`src/rtl/mips_pkg.sv`:
```
// mips_pkg: shared widths, issue entry layout and FSM states for the MIPS issue path
package mips_pkg;
  localparam int INSTR_W = 32;
  localparam int OREG_W = 20;
  typedef struct packed {
    logic [OREG_W-1:0]  oreg;
    logic [INSTR_W-1:0] instr;
  } issue_entry_t;
  typedef enum logic [1:0] {IDLE, ISSUE, WAIT} issue_state_t;
endpackage

```
`src/rtl/mips_issue_queue_if.sv`:
```
// mips_issue_queue_if: host stream and core handshake bundle of the issue queue
interface mips_issue_queue_if;
  logic                         host_valid;
  logic [mips_pkg::INSTR_W-1:0] host_instr;
  logic [mips_pkg::OREG_W-1:0]  host_oreg;
  logic                         host_ready;
  logic                         core_in_valid;
  logic [mips_pkg::INSTR_W-1:0] core_instr;
  logic [mips_pkg::OREG_W-1:0]  core_oreg;
  logic                         core_out_valid;
  logic                         core_fail;
  modport slave (
    input  host_valid, host_instr, host_oreg, core_out_valid, core_fail,
    output host_ready, core_in_valid, core_instr, core_oreg
  );
  modport master (
    output host_valid, host_instr, host_oreg, core_out_valid, core_fail,
    input  host_ready, core_in_valid, core_instr, core_oreg
  );
endinterface

```
`src/rtl/mips_issue_fifo.sv`:
```
// mips_issue_fifo: sync FIFO of issue entries; flush wins over push and pop
module mips_issue_fifo
  import mips_pkg::*;
#(
  parameter int DEPTH = 8,
  localparam int AW = $clog2(DEPTH)
) (
  input  logic         clk,
  input  logic         rst_n,
  input  logic         push,
  input  logic         pop,
  input  logic         flush,
  input  issue_entry_t din,
  output issue_entry_t dout,
  output logic [AW:0]  count,
  output logic         full,
  output logic         empty
);
  issue_entry_t mem [DEPTH];
  logic [AW-1:0] wr_ptr, rd_ptr;
  logic do_push, do_pop;
  assign full = count == (AW+1)'(DEPTH);
  assign empty = count == '0;
  assign do_push = push && !full;
  assign do_pop = pop && !empty;
  assign dout = mem[rd_ptr];
  always_ff @(posedge clk)
    if (do_push && !flush) mem[wr_ptr] <= din;
  always_ff @(posedge clk or negedge rst_n)
    if (!rst_n) begin
      wr_ptr <= '0;
      rd_ptr <= '0;
      count <= '0;
    end else if (flush) begin
      wr_ptr <= '0;
      rd_ptr <= '0;
      count <= '0;
    end else begin
      wr_ptr <= wr_ptr + AW'(do_push);
      rd_ptr <= rd_ptr + AW'(do_pop);
      count <= count + (AW+1)'(do_push) - (AW+1)'(do_pop);
    end
endmodule

```
`src/rtl/mips_issue_queue.sv`:
```
// mips_issue_queue: buffers host instructions and issues them one at a time to the MIPS core,
// with saturating issue/fail statistics and a watchdog on unresponsive completions
module mips_issue_queue
  import mips_pkg::*;
#(
  parameter int DEPTH = 8,
  parameter int TIMEOUT = 64,
  parameter int CNT_W = 16,
  localparam int AW = $clog2(DEPTH),
  localparam int WD_W = $clog2(TIMEOUT)
) (
  input  logic             clk,
  input  logic             rst_n,
  input  logic             flush,
  mips_issue_queue_if.slave io,
  output logic             busy,
  output logic [CNT_W-1:0] issue_cnt,
  output logic [CNT_W-1:0] fail_cnt,
  output logic             err_timeout
);
  issue_state_t state;
  issue_entry_t din, head;
  logic [AW:0] fifo_cnt;
  logic [WD_W-1:0] wd;
  logic full, empty, pop;
  assign din = '{oreg: io.host_oreg, instr: io.host_instr};
  assign io.host_ready = !full;
  assign pop = state == IDLE && !empty && !flush;
  assign busy = state != IDLE;
  mips_issue_fifo #(.DEPTH(DEPTH)) u_fifo (
    .clk(clk),
    .rst_n(rst_n),
    .push(io.host_valid),
    .pop(pop),
    .flush(flush),
    .din(din),
    .dout(head),
    .count(fifo_cnt),
    .full(full),
    .empty(empty)
  );
  assert property (@(posedge clk) disable iff (!rst_n) fifo_cnt <= (AW+1)'(DEPTH));
  always_ff @(posedge clk or negedge rst_n)
    if (!rst_n) begin
      state <= IDLE;
      wd <= '0;
      io.core_in_valid <= 1'b0;
      io.core_instr <= '0;
      io.core_oreg <= '0;
      issue_cnt <= '0;
      fail_cnt <= '0;
      err_timeout <= 1'b0;
    end else
      case (state)
        IDLE:
          if (pop) begin
            io.core_instr <= head.instr;
            io.core_oreg <= head.oreg;
            io.core_in_valid <= 1'b1;
            state <= ISSUE;
          end
        ISSUE: begin
          io.core_in_valid <= 1'b0;
          issue_cnt <= issue_cnt + CNT_W'(issue_cnt != '1);
          wd <= '0;
          state <= WAIT;
        end
        WAIT:
          if (io.core_out_valid) begin
            fail_cnt <= fail_cnt + CNT_W'(io.core_fail && fail_cnt != '1);
            state <= IDLE;
          end else if (wd == WD_W'(TIMEOUT - 1)) begin
            err_timeout <= 1'b1;
            state <= IDLE;
          end else
            wd <= wd + 1'b1;
        default: state <= IDLE;
      endcase
endmodule

```
`src/flat_wrapper.sv`:
```
// flat-port wrapper written by rule: the top's interface ports become plain ports
module mips_issue_queue_flat import mips_pkg::*;
#(
  parameter int DEPTH = 8,
  parameter int TIMEOUT = 64,
  parameter int CNT_W = 16,
  localparam int AW = $clog2(DEPTH),
  localparam int WD_W = $clog2(TIMEOUT)
)
  (clk, rst_n, flush, busy, issue_cnt, fail_cnt, err_timeout, io_host_valid, io_host_instr, io_host_oreg, io_core_out_valid, io_core_fail, io_host_ready, io_core_in_valid, io_core_instr, io_core_oreg);
  mips_issue_queue_if io_i ();
  input  logic clk;
  input  logic rst_n;
  input  logic flush;
  output logic busy;
  output logic [CNT_W-1:0] issue_cnt;
  output logic [CNT_W-1:0] fail_cnt;
  output logic err_timeout;
  input wire logic [$bits(io_i.host_valid)-1:0] io_host_valid;
  input wire logic [$bits(io_i.host_instr)-1:0] io_host_instr;
  input wire logic [$bits(io_i.host_oreg)-1:0] io_host_oreg;
  input wire logic [$bits(io_i.core_out_valid)-1:0] io_core_out_valid;
  input wire logic [$bits(io_i.core_fail)-1:0] io_core_fail;
  output wire logic [$bits(io_i.host_ready)-1:0] io_host_ready;
  output wire logic [$bits(io_i.core_in_valid)-1:0] io_core_in_valid;
  output wire logic [$bits(io_i.core_instr)-1:0] io_core_instr;
  output wire logic [$bits(io_i.core_oreg)-1:0] io_core_oreg;
  assign io_i.host_valid = io_host_valid;
  assign io_i.host_instr = io_host_instr;
  assign io_i.host_oreg = io_host_oreg;
  assign io_i.core_out_valid = io_core_out_valid;
  assign io_i.core_fail = io_core_fail;
  assign io_host_ready = io_i.host_ready;
  assign io_core_in_valid = io_i.core_in_valid;
  assign io_core_instr = io_i.core_instr;
  assign io_core_oreg = io_i.core_oreg;
  mips_issue_queue #(.DEPTH(DEPTH), .TIMEOUT(TIMEOUT), .CNT_W(CNT_W)) u_core (.clk(clk), .rst_n(rst_n), .flush(flush), .io(io_i), .busy(busy), .issue_cnt(issue_cnt), .fail_cnt(fail_cnt), .err_timeout(err_timeout));
endmodule
```
`config.mk`:
```
export PLATFORM = sky130hd
export DESIGN_NAME = mips_issue_queue_flat
export DESIGN_NICKNAME = d
export VERILOG_FILES = /design/src/rtl/mips_pkg.sv /design/src/rtl/mips_issue_queue_if.sv /design/src/rtl/mips_issue_fifo.sv /design/src/rtl/mips_issue_queue.sv /design/src/flat_wrapper.sv
export SDC_FILE = /design/constraint.sdc
export NUM_CORES = 1
export LEC_CHECK = 0
export ABC_AREA = 1
export ABC_CLOCK_PERIOD_IN_PS = 5000
export CAP_MARGIN = 0
export CORE_MARGIN = 5
export CORE_UTILIZATION = 53
export CTS_BUF_LIST = sky130_fd_sc_hd__clkbuf_16
export CTS_CLUSTER_DIAMETER = 30
export CTS_CLUSTER_SIZE = 10
export DETAILED_ROUTE_END_ITERATION = 16
export GPL_ROUTABILITY_DRIVEN = 0
export PLACE_DENSITY = 0.76
export SETUP_SLACK_MARGIN = 0.15
export SLEW_MARGIN = 15
export SYNTH_ARGS = -nofsm -noshare
export SYNTH_HDL_FRONTEND = slang
export SYNTH_SLANG_ARGS = --single-unit
```
`constraint.sdc`:
```
create_clock -name clk -period 5 [get_ports clk]
set_input_delay 0.75 -clock clk [delete_from_list [all_inputs] [get_ports clk]]
set_output_delay 0.75 -clock clk [all_outputs]
set_load 0.01 [all_outputs]
```
# Yosys cells after proc, flatten, opt, wreduce, memory -nomap -nowiden
# Memory sizes are Yosys's and may differ from the RTL's. A register that Yosys moved wholly into a read port is not among the register bits.
# Cells that the tools add are included.
dict set report word_totals {
  elab_cells 63
  output_inout_bits 88
  n_memories 1
  register_bits 52
  ram_bits 416
  inputBits 58
}
dict set report classes {
  bitwise_logic 1
  n_eq_ne 10
  n_reduce_logical 21
  n_addsub 7
  n_mux 14
}
# name depth word_bits read_ports rd_ports_with_merged_regs wr line
set memory_table {}
lappend memory_table {u_core.u_fifo.mem 8 52 1 1 1 mips_issue_fifo.sv:19} ;# issue_entry_t mem [DEPTH];
# operator n
set op_table {}
lappend op_table {{16-bit by 1-bit adder with 16-bit output} 2}
lappend op_table {{16-bit inequality test, second input constant} 2}
lappend op_table {{6-bit 2-to-1 mux} 2}
lappend op_table {{6-bit one-hot mux with 2 select lines} 1}
lappend op_table {{2-bit AND reduction} 4}
lappend op_table {{3-bit by 1-bit adder with 3-bit output} 2}
lappend op_table {{6-bit by 1-bit adder with 6-bit output, second input constant} 1}
lappend op_table {{6-bit equality test, second input constant} 1}
lappend op_table {{1-bit logical AND} 6}
lappend op_table {{2-bit 2-to-1 mux} 3}
lappend op_table {{3-bit 2-to-1 mux} 2}
lappend op_table {{2-bit inequality test, second input constant} 3}
lappend op_table {{2-bit one-hot mux with 3 select lines} 1}
lappend op_table {{3-bit AND reduction} 2}
lappend op_table {{2-bit nonzero test} 3}
lappend op_table {{4-bit by 1-bit adder with 4-bit output} 1}
lappend op_table {{4-bit equality test, second input constant} 1}
lappend op_table {{1-bit zero test} 4}
lappend op_table {{4-bit zero test} 1}
lappend op_table {{4-bit 2-to-1 mux} 1}
lappend op_table {{4-bit by 1-bit subtractor with 4-bit output} 1}
lappend op_table {{1-bit 2-to-1 mux} 3}
lappend op_table {{3-bit by 2-bit inequality test with 1-bit output, second input constant} 1}
lappend op_table {{2-bit by 1-bit equality test with 1-bit output, second input constant} 1}
lappend op_table {{4 further kinds} 4}

# Logic depth before layout (Yosys ltp)
dict set report logic_depth {
  word_depth 7
  ltp_mapped 14
  depth_no_buf 14
}

# Cells and area by module
# A second synthesis with hierarchy kept.
dict set report unflattened {
  hier_cells 2381
  area_unflattened_um2 22955.8
}
# mod instances area_each_um2 cells_per_inst seq_area_each_um2
set by_module_without_submodules {}
lappend by_module_without_submodules {mips_issue_fifo 1 18676.7 1874 12742.2}
lappend by_module_without_submodules {mips_issue_queue 1 4279.1 507 2352.3}

# Worst setup path after synthesis
# Ideal clock, no wire load.
dict set report synth_path {
  path_kind {input-to-reg}
  from {input port flush}
  to {memory u_core.u_fifo.mem[6][0] in the netlist's numbering (enable)}
  required_time_ns 4.474
  n_path_buf 1
  cell_stages 4
  arrival_time_ns 4.734
  setup_time_ns 0.526
  slack_ns -0.260
  path_cell_list {clkbuf_1 inv_1 nand2_1 nor3_1}
}
dict set report synth_via {
  elab_chain_cells 4
}
# element line
set synth_lines {}
lappend synth_lines {{from (decl)} flat_wrapper.sv:14} ;# input logic flush;
lappend synth_lines {{1-bit zero test} mips_issue_fifo.sv:28} ;# if (do_push && !flush) mem[wr_ptr] <= din;
lappend synth_lines {{1-bit logical AND} mips_issue_fifo.sv:28}
lappend synth_lines {{1-bit 2-to-1 mux} mips_issue_fifo.sv:28}
lappend synth_lines {{1-bit 2-to-1 mux (not written as such)} mips_issue_fifo.sv:28}
lappend synth_lines {{to (decl)} mips_issue_fifo.sv:19}
# Every way passes these cells.

# Worst setup path in the final report
dict set report layout_path {
  from {input port flush}
  to {register u_core.io.core_instr[13]}
}
dict set report layout_via {
  elab_chain_cells 3
}
# element line
set layout_lines {}
lappend layout_lines {{1-bit zero test} mips_issue_queue.sv:28} ;# assign pop = state == IDLE && !empty && !flush;
lappend layout_lines {{1-bit logical AND} mips_issue_queue.sv:28}
lappend layout_lines {{2-bit AND reduction (no line)} n/a}
lappend layout_lines {{to (signal assigned)} mips_issue_queue.sv:57} ;# io.core_instr <= head.instr;
lappend layout_lines {{to (decl)} mips_issue_queue_if.sv:14} ;# output host_ready, core_in_valid, core_instr, core_oreg
# Every way passes these cells.
# A chain may end at the register's enable or synchronous reset.

==> impl_metrics.json <==
{
  "cts.sinks": 520,
  "fin_nets": 2188,
  "pre_cts_ws_ps": 1480,
  "yosysWarningCount": 0,
  "cts_hold_buf": 0,
  "fin_area_um2": 26700,
  "cts.repair.resized": 0,
  "report.final.slew_viol_count": 0,
  "clock_skew_ps": 35.6,
  "worst_slew_margin_rel_pct": 26.2,
  "setup_ws_ps": 1690,
  "gr-total-overflow": 0,
  "vias": 14816,
  "multi_input_area_um2": 5430,
  "setup_tns_ps": 0,
  "drtIter0Drc": 1531,
  "cts_htree_levels": 3,
  "synth_cells": 1930,
  "first_pass_iters": 5,
  "power_leakage_nw": 10.9,
  "drive_above_1_share_pct": 9.67,
  "synthSimpleGateAreaFrac_pct": 21.7,
  "grt_pass1_wl_mm": 79.5,
  "worstPathMaxFanout": 53,
  "final_util_pct": 67.2,
  "timing.hold.ws_ps": 277,
  "grt_pass1_vias": 15362,
  "clock.fmax_mhz": 302,
  "clk_latency_ps": 620,
  "cts_made_buffers": 103,
  "crit_path_start_kind": "primary input",
  "drv_cap": 0,
  "crit_required_ps": 5490,
  "fill_cells": 2712,
  "place_hpwl_mm": 26.4,
  "grt_use_total_pct": 22.7,
  "cts.clk_slew.worst_paths_ps": 50,
  "synth_fa_ha_area_share_pct": 0.980,
  "via_per_inst": 5.42,
  "dieArea_um2": 44100,
  "synth.net_count": 2004,
  "hold_path_class": "in -> async",
  "area.sequential_um2": 15100,
  "wl_mm": 50.6,
  "synth_top_family_by_area": "simple AND/OR/NAND/NOR gates",
  "synth.area.mux_share_pct": 0,
  "setup_viol": 0,
  "placed_area_um2": 23100,
  "cts_setup_buffers": 0,
  "peakVddDrop_uv": 454,
  "io_buffers": 145,
  "period_share_pct": 66.2,
  "final_hold_viol_count": 0,
  "grt_max_degree": 133,
  "synth_seq_cells": 520,
  "netlist_area_um2": 21200,
  "synth-compound-area-share_pct": 1.78,
  "worstPathArrival_ps": 3800,
  "grt_setup_unrepaired": "false",
  "antenna_found_initial": 5,
  "end_kind": "flip-flop",
  "dp.cells": 2534,
  "drc": 0,
  "power_density_nw_per_um2": 576,
  "power_mw": 15.4,
  "clock_path_buffers": 3,
  "layout-area-overhead-vs-synth_pct": 25.8,
  "die_w_um": 210,
  "finalNonFillerCells": 2732,
  "avgSynthCellArea_um2": 11.0,
  "die_h_um": 210,
  "num_rows": 73,
  "synth_cell_types": 29,
  "critPathKind": "in -> reg",
  "coreArea_um2": 39600,
  "ant_nets": 0,
  "post-route-min-period_ps": 3310,
  "worstMarginPinSlew_ps": 1110,
  "wl_per_cell_um": 18.5,
  "cts_tree": "built",
  "root_buffer": "clkbuf_16",
  "outcome": "complete, no violations",
  "ys_seq_area_share_pct": 71.2,
  "io_pins": 146,
  "synthXorXnorAreaFrac_pct": 0.950,
  "start_util_pct": 53.5
}
[layer usage]
| layer | up-vias | part of all wire [%] | global-route usage [%] |
|---|---|---|---|
| li1 | 6859 | - | - |
| met1 | 7179 | 40 | 29.1 |
| met2 | 661 | 50 | 38.2 |
| met3 | 113 | 7.6 | 4.81 |
| met4 | 4 | 2.4 | 8.93 |
| met5 | - | 0.067 | 0 |
[worst paths after layout]
check	slack, ps	from	cells past startpoint	endpoint
setup / recovery	1690	flush	5	u_core.io.core_instr[13]$_DFFE_PN0P_
hold / removal	280	rst_n	1	u_core.fail_cnt[1]$_DFFE_PN0P_
setup reg to reg	1870	u_core.u_fifo.count[2]$_DFF_PN0_	7	u_core.io.core_instr[13]$_DFFE_PN0P_
min in group clk	480	u_core.io.core_oreg[13]$_DFFE_PN0P_	2	u_core.io.core_oreg[13]$_DFFE_PN0P_
max in group asynchronous	3540	rst_n	2	u_core.io.core_instr[27]$_DFFE_PN0P_
hold reg to reg	480	u_core.io.core_oreg[13]$_DFFE_PN0P_	2	u_core.io.core_oreg[13]$_DFFE_PN0P_
[cell type report]
type                            instances  share of cell area [%]
Clock inverter                         89                    3.55
Multi-Input combinational cell       1254                    20.4
Timing Repair Buffer                  170                    6.14
Sequential cell                       520                    56.6
Antenna cell                            4                  0.0375
Tap cell                              525                    2.46
Inverter                               65                   0.948
Clock buffer                          105                    9.86
[cell families (layout without fill, tap and decap cells)]
kind of cell	Yosys count	in the layout
compound gates	66	66
xor+xnor	23	23
fa+ha+maj	16	16
buf+inv	156	429
flops	520	520
other cells	0	4
simple gates	1149	1149
[cell usage in the layout, fill, tap and decap left out, types with 2 or more instances in the layout]
cell,synthesis,final
clkinv_4,0,10
clkbuf_16,0,105
nand3b_1,4,4
edfxtp_1,416,416
inv_6,0,10
inv_2,4,3
dfrtp_2,0,2
nand4_1,4,4
nand2_1,834,834
buf_4,4,26
dfrtp_1,104,101
bufinv_16,0,15
nor3b_1,3,3
nand3_1,173,173
xnor2_1,13,13
nor3_1,14,6
diode_2,0,4
o211ai_1,16,16
clkinvlp_4,0,11
inv_1,59,79
clkinv_2,0,15
a21oi_1,2,2
clkinv_16,0,2
nor3_2,0,8
clkinv_1,2,7
nor2_1,115,115
xor2_1,10,10
o21ai_0,45,45
clkdlybuf4s50_1,0,144
ha_1,15,15
[state kept, by name, summed over array words and instances (netlist names)]
register	flops
u_core.issue_cnt	16
u_core.fail_cnt	16
u_core.io.core_instr	32
u_core.io.core_in_valid	1
u_core.u_fifo.wr_ptr	3
u_core.u_fifo.mem	416
u_core.wd	6
u_core.err_timeout	1
u_core.u_fifo.rd_ptr	3
u_core.state	2
u_core.io.core_oreg	20
u_core.u_fifo.count	4
[cell usage after synthesis]
library cell	n	area share [%]
clkinv_1	2	0.035
nand3b_1	4	0.14
nor3b_1	3	0.11
nor3_1	14	0.33
xor2_1	10	0.41
a21oi_1	2	0.047
o21ai_0	45	1.1
dfrtp_1	104	12
xnor2_1	13	0.54
ha_1	15	0.89
o211ai_1	16	0.57
nand4_1	4	0.12
nand3_1	173	4.1
inv_1	59	1.0
nand2_1	834	15
o21bai_1	1	0.035
nor2_1	115	2.0
fa_1	1	0.094
buf_1	5	0.089
a31o_2	1	0.041
buf_6	8	0.43
nor3_4	1	0.077
edfxtp_1	416	59
buf_4	4	0.14
nor2_2	1	0.030
inv_2	4	0.071
buf_2	44	1.0
clkbuf_1	30	0.53
a31oi_1	1	0.030
[power by group]
part	switching (mW)	internal, mW	total, mW
Sequential	0.345	5.09	5.43
Clock	2.28	4.60	6.88
Combinational	1.91	1.13	3.04
[critical path, stage by stage]
cell and delay, ps:
clkdlybuf4s50_1 630, nor3_4 840, clkinv_2 1130, nand2_1 320, nand2_1 110
Power figures use the tool's default switching activity.
